File: config.mk
export PLATFORM = sky130hd
export DESIGN_NAME = tmds_gearbox
export DESIGN_NICKNAME = d
export VERILOG_FILES = /design/src/rtl/tmds_gearbox.sv
export SDC_FILE = /design/constraint.sdc
export NUM_CORES = 1
export LEC_CHECK = 0
export CAP_MARGIN = 20
export CORE_ASPECT_RATIO = 0.7
export CORE_MARGIN = 10
export CORE_UTILIZATION = 29
export DETAILED_ROUTE_END_ITERATION = 10
export PLACE_DENSITY = 0.49
export SYNTH_ARGS = -nofsm -noshare
export SYNTH_HDL_FRONTEND = slang
export SYNTH_SLANG_ARGS = --single-unit
File: constraint.sdc
create_clock -name clk_i -period 2.4 [get_ports clk_i]
set_input_delay 0.48 -clock clk_i [delete_from_list [all_inputs] [get_ports clk_i]]
set_output_delay 0.48 -clock clk_i [all_outputs]
set_load 0.005 [all_outputs]
File: src/rtl/tmds_gearbox.sv
// TMDS gearbox: buffers CH-channel parallel symbols in a small FIFO and serializes them
// LSB-first in OUT_W-bit slices. Optional macro: TMDS_GEARBOX_UNDERFLOW_CNT_EN.
module tmds_gearbox #(
    parameter int unsigned     CH       = 3,
    parameter int unsigned     SYM_W    = 10,
    parameter int unsigned     OUT_W    = 2,
    parameter int unsigned     DEPTH    = 4,
    parameter logic [SYM_W-1:0] IDLE_SYM = 10'b1101010100
) (
    input  logic                  clk_i,
    input  logic                  rst_i,
    input  logic                  en_i,
    input  logic                  sym_valid_i,
    output logic                  sym_ready_o,
    input  logic [CH*SYM_W-1:0]   sym_data_i,
    output logic [CH*OUT_W-1:0]   ser_data_o,
    output logic                  phase_o,
    output logic                  underflow_o,
    output logic [15:0]           underflow_cnt_o
);
    localparam int unsigned RATIO = SYM_W / OUT_W;
    localparam int unsigned PW    = (DEPTH > 1) ? $clog2(DEPTH) : 1;
    localparam int unsigned SW    = (RATIO > 1) ? $clog2(RATIO) : 1;
    localparam int unsigned WW    = CH * SYM_W;

    logic [WW-1:0] mem_q [DEPTH];
    logic [PW-1:0] wr_ptr_q, wr_ptr_d;
    logic [PW-1:0] rd_ptr_q, rd_ptr_d;
    logic [PW:0]   count_q, count_d;
    logic [SW-1:0] slot_q, slot_d;
    logic [WW-1:0] sr_q, sr_d;
    logic          uf_q, uf_d;

    logic push, pop, last, load;

    // Ready is held low in reset so nothing can be written before state is cleared.
    assign sym_ready_o = ~rst_i & (count_q < (PW+1)'(DEPTH));
    assign push        = sym_valid_i & sym_ready_o;
    assign last        = (slot_q == SW'(RATIO - 1));
    assign load        = en_i & last;
    assign pop         = load & (count_q != '0);

    always_comb begin
        wr_ptr_d = wr_ptr_q;
        rd_ptr_d = rd_ptr_q;
        count_d  = count_q;
        slot_d   = slot_q;
        sr_d     = sr_q;
        uf_d     = 1'b0;
        if (push) begin
            wr_ptr_d = wr_ptr_q + PW'(1);
        end
        if (pop) begin
            rd_ptr_d = rd_ptr_q + PW'(1);
        end
        case ({push, pop})
            2'b10:   count_d = count_q + (PW+1)'(1);
            2'b01:   count_d = count_q - (PW+1)'(1);
            default: count_d = count_q;
        endcase
        if (load) begin
            slot_d = '0;
            if (pop) begin
                sr_d = mem_q[rd_ptr_q];
            end else begin
                sr_d = {CH{IDLE_SYM}};
                uf_d = 1'b1;
            end
        end else if (en_i) begin
            slot_d = slot_q + SW'(1);
            for (int k = 0; k < CH; k++) begin
                sr_d[k*SYM_W +: SYM_W] = sr_q[k*SYM_W +: SYM_W] >> OUT_W;
            end
        end
    end

    always_ff @(posedge clk_i) begin
        if (rst_i) begin
            wr_ptr_q <= '0;
            rd_ptr_q <= '0;
            count_q  <= '0;
            slot_q   <= '0;
            sr_q     <= {CH{IDLE_SYM}};
            uf_q     <= 1'b0;
        end else begin
            wr_ptr_q <= wr_ptr_d;
            rd_ptr_q <= rd_ptr_d;
            count_q  <= count_d;
            slot_q   <= slot_d;
            sr_q     <= sr_d;
            uf_q     <= uf_d;
        end
    end

    // Storage needs no reset: pointers and count define which entries are live.
    always_ff @(posedge clk_i) begin
        if (push) begin
            mem_q[wr_ptr_q] <= sym_data_i;
        end
    end

    always_comb begin
        ser_data_o = '0;
        for (int k = 0; k < CH; k++) begin
            ser_data_o[k*OUT_W +: OUT_W] = sr_q[k*SYM_W +: OUT_W];
        end
    end

    assign phase_o     = (slot_q == '0);
    assign underflow_o = uf_q;

`ifdef TMDS_GEARBOX_UNDERFLOW_CNT_EN
    logic [15:0] uf_cnt_q;

    always_ff @(posedge clk_i) begin
        if (rst_i) begin
            uf_cnt_q <= '0;
        end else if (uf_d && (uf_cnt_q != 16'hFFFF)) begin
            uf_cnt_q <= uf_cnt_q + 16'd1;
        end
    end

    assign underflow_cnt_o = uf_cnt_q;
`else
    assign underflow_cnt_o = 16'h0000;
`endif

endmodule

==> qor.yml <==
status: "complete, no violations"
yosys.area.top_type: "edfxtp_1"
grt_usage_pct: 9.82
drv_slew: 0
crit_family: "simple AND/OR/NAND/NOR gates"
critPathCaptureType: "flop"
min_period_ps: 2140
core-area_um2: 21700
yosys_warnings: 0
r2r_slack_ps: 290
crit_start: "en_i"
diodes: 0
grt_pass1_wl_um: 20900
gr-total-overflow: 0
routed-via-count: 3464
dr.first_iter.drc_count: 183
cts_root_buf: "clkbuf_16"
critical-path-slowest-cell: "clkdlybuf4s50_1"
dr.pass1.iters: 5
die_w_um: 197
final_nets: 486
timing.fmax_ghz: 0.467
path_class: "input pin to flop"
ys_ff_latch: 163
crit_path_end: "count_q[2]$_SDFFE_PP0P_"
syn_area_um2: 6390
drive_gt1_share_pct: 17.5
place_ws_ps: -179
period_share_pct: 89.2
drv_cap: 0
vdd_ir_drop_max_v: 0.000392
hold_viol: 0
reg2reg_to: "count_q[2]$_SDFFE_PP0P_"
cts_buffers: 17
syn_to_final_growth_pct: 20.3
crit_buf_inv: 2
slew_headroom_pct: 46.5
ys_types: 36
post_cts_buffers: 0
ys_seq_area_share_pct: 69.9
first_global_vias: 3579
synth_cells: 395
num_rows: 45
cts_tree: "done"
die_y_um: 144
total_power_uw: 6070
cts_hold_buf: 0
reg2reg_depth: 8
p_leak_uw: 0.00250
whs_ps: 478
drc: 0
detail-route-antenna-nets: 0
yosys.area.top_type_share_pct: 56.4
finalSetupViolations: 0
antenna_found_initial: 0
post_drt_wl_per_cell_um: 18.3
reg2reg_from: "slot_q[2]$_SDFFE_PP0P_"
max_stage_delay_ps: 510
tightest_slew_ps: 802
grt_max_degree: 43
synth-edff-count: 120
gp_congestion: 0.714
cp.depth: 9
port_buffers: 42
worstPathCellList: "clkdlybuf4s50_1 > nand3_1 > nor2_1 > ha_1 > inv_1 > fa_1 > xor2_1 > or3_1 > a21oi_1"
dieArea_um2: 28500
htreeDepth: 4
crit_path_max_fanout: 2
power.density_nw_per_um2: 790
crit_arrival_ps: 2490
detail_route.vias_per_cell: 4.69
synth_top_cells_by_count: "edfxtp_1, dfxtp_1, mux4_2"
synthFlopType: "edfxtp_1"
path_clk_slew_ps: 60
worstPathRequired_ps: 2750
ioPinCount: 59
post_cts_resized: 0
clk_latency_ps: 420
clkSinkCount: 163
wl_um: 13500
fin_skew_ps: 8.11
fin_ws_ps: 258
dp_hpwl_um: 8640
initial_core_util_pct: 29.5
cts.path.max_buffers: 2
hold_path_class: "flop to flop"
rsz0062_at_grt: "no"
worstSetupStartpointType: "input pin"
avgSynthCellArea_um2: 16.2
synth.most_common_cell: "edfxtp_1"
synth_area_leaders: "edfxtp_1, dfxtp_1, mux4_2"
synth_async_sr_flop_share_pct: 0
==> worst min-delay path by stage <==
stage | start | to | cells after the start
finish | sr_q[14]$_SDFFE_PP1P_ | sr_q[14]$_SDFFE_PP1P_ | 2
global route | sr_q[6]$_SDFFE_PP1P_ | sr_q[6]$_SDFFE_PP1P_ | 2
CTS | sr_q[14]$_SDFFE_PP1P_ | sr_q[14]$_SDFFE_PP1P_ | 2
detailed placement | sr_q[28]$_SDFFE_PP1P_ | sr_q[28]$_SDFFE_PP1P_ | 2
global placement | sr_q[4]$_SDFFE_PP1P_ | sr_q[4]$_SDFFE_PP1P_ | 2
floorplan | sr_q[8]$_SDFFE_PP1P_ | sr_q[8]$_SDFFE_PP1P_ | 2
==> sequential cells by signal (all words and copies together) (netlist names), named ones only <==
| signal | count |
|---|---|
| mem_q | 120 |
| sr_q | 30 |
| count_q | 3 |
| slot_q | 3 |
| rd_ptr_q | 2 |
| wr_ptr_q | 2 |
| underflow_o | 1 |
==> worst reg2reg max path, stage by stage (launching register included) <==
cell and delay, ps:
dfxtp_1 510, nand3_1 160, nor2_1 150, ha_1 190
inv_1 60, fa_1 370, xor2_1 160, or3_1 310
a21oi_1 140
==> kinds of logic (layout without fill, tap and decap cells) <==
family / count (synthesis) / in the layout / share of synthesized area, %
DFF: 163 / 163 / 69.9
AOI/OAI and AO/OA: 81 / 81 / 8.26
buffers and inverters: 56 / 103 / 5.19
and+or+nand+nor: 52 / 52 / 3.78
muxes: 31 / 31 / 10.7
adders and majority gates: 8 / 8 / 1.68
xor gates and xnor gates: 3 / 3 / 0.411
other: 1 / 16 / 0.0587
==> metal layers <==
layer,GRT usage (%),part of all wire (%),vias up
met4,3.39,1.4,0
li1,-,-,1595
met3,3.09,5.6,18
met5,0,0,-
met1,13.3,49,1770
met2,14.5,44,81
==> area by class of cell <==
class | instances | area, um^2
fill | 2064 | 14000
sequential | 163 | 4470
multi-input combinational | 191 | 1650
timing repair buffer | 61 | 636
clock buffer | 25 | 455
tap | 282 | 353
clock inverter | 7 | 87.6
inverter | 10 | 37.5
==> through the flow <==
stage | setup TNS [ps] | instance area (um^2) | utilization [%] | instances
floorplan | 0 | 6440 | - | 410
global placement | -142 | 7140 | 32.9 | 707
detailed placement | -179 | 7140 | 32.9 | 707
CTS | 0 | 7680 | 35.4 | 739
global route | 0 | 7680 | 35.4 | 739
finish | 0 | 7680 | 35.4 | 739
==> layout by cell type, fill, tap and decap left out, drive strengths merged, types with 11 or more instances in the layout <==
cell type / count
a211oi: 12
a21oi: 23
a22oi: 12
buf: 20
clkbuf: 25
clkdlybuf4s50: 40
conb: 16
dfxtp: 43
edfxtp: 120
mux4: 30
nand2: 11
nor2: 23
o21ai: 18
==> power by group <==
part	total [uW]	switching, uW	internal [uW]
Clock	2560	1040	1530
Combinational	340	175	166
Sequential	3160	40.5	3120
No activity file was read; power rests on OpenSTA's default activity.
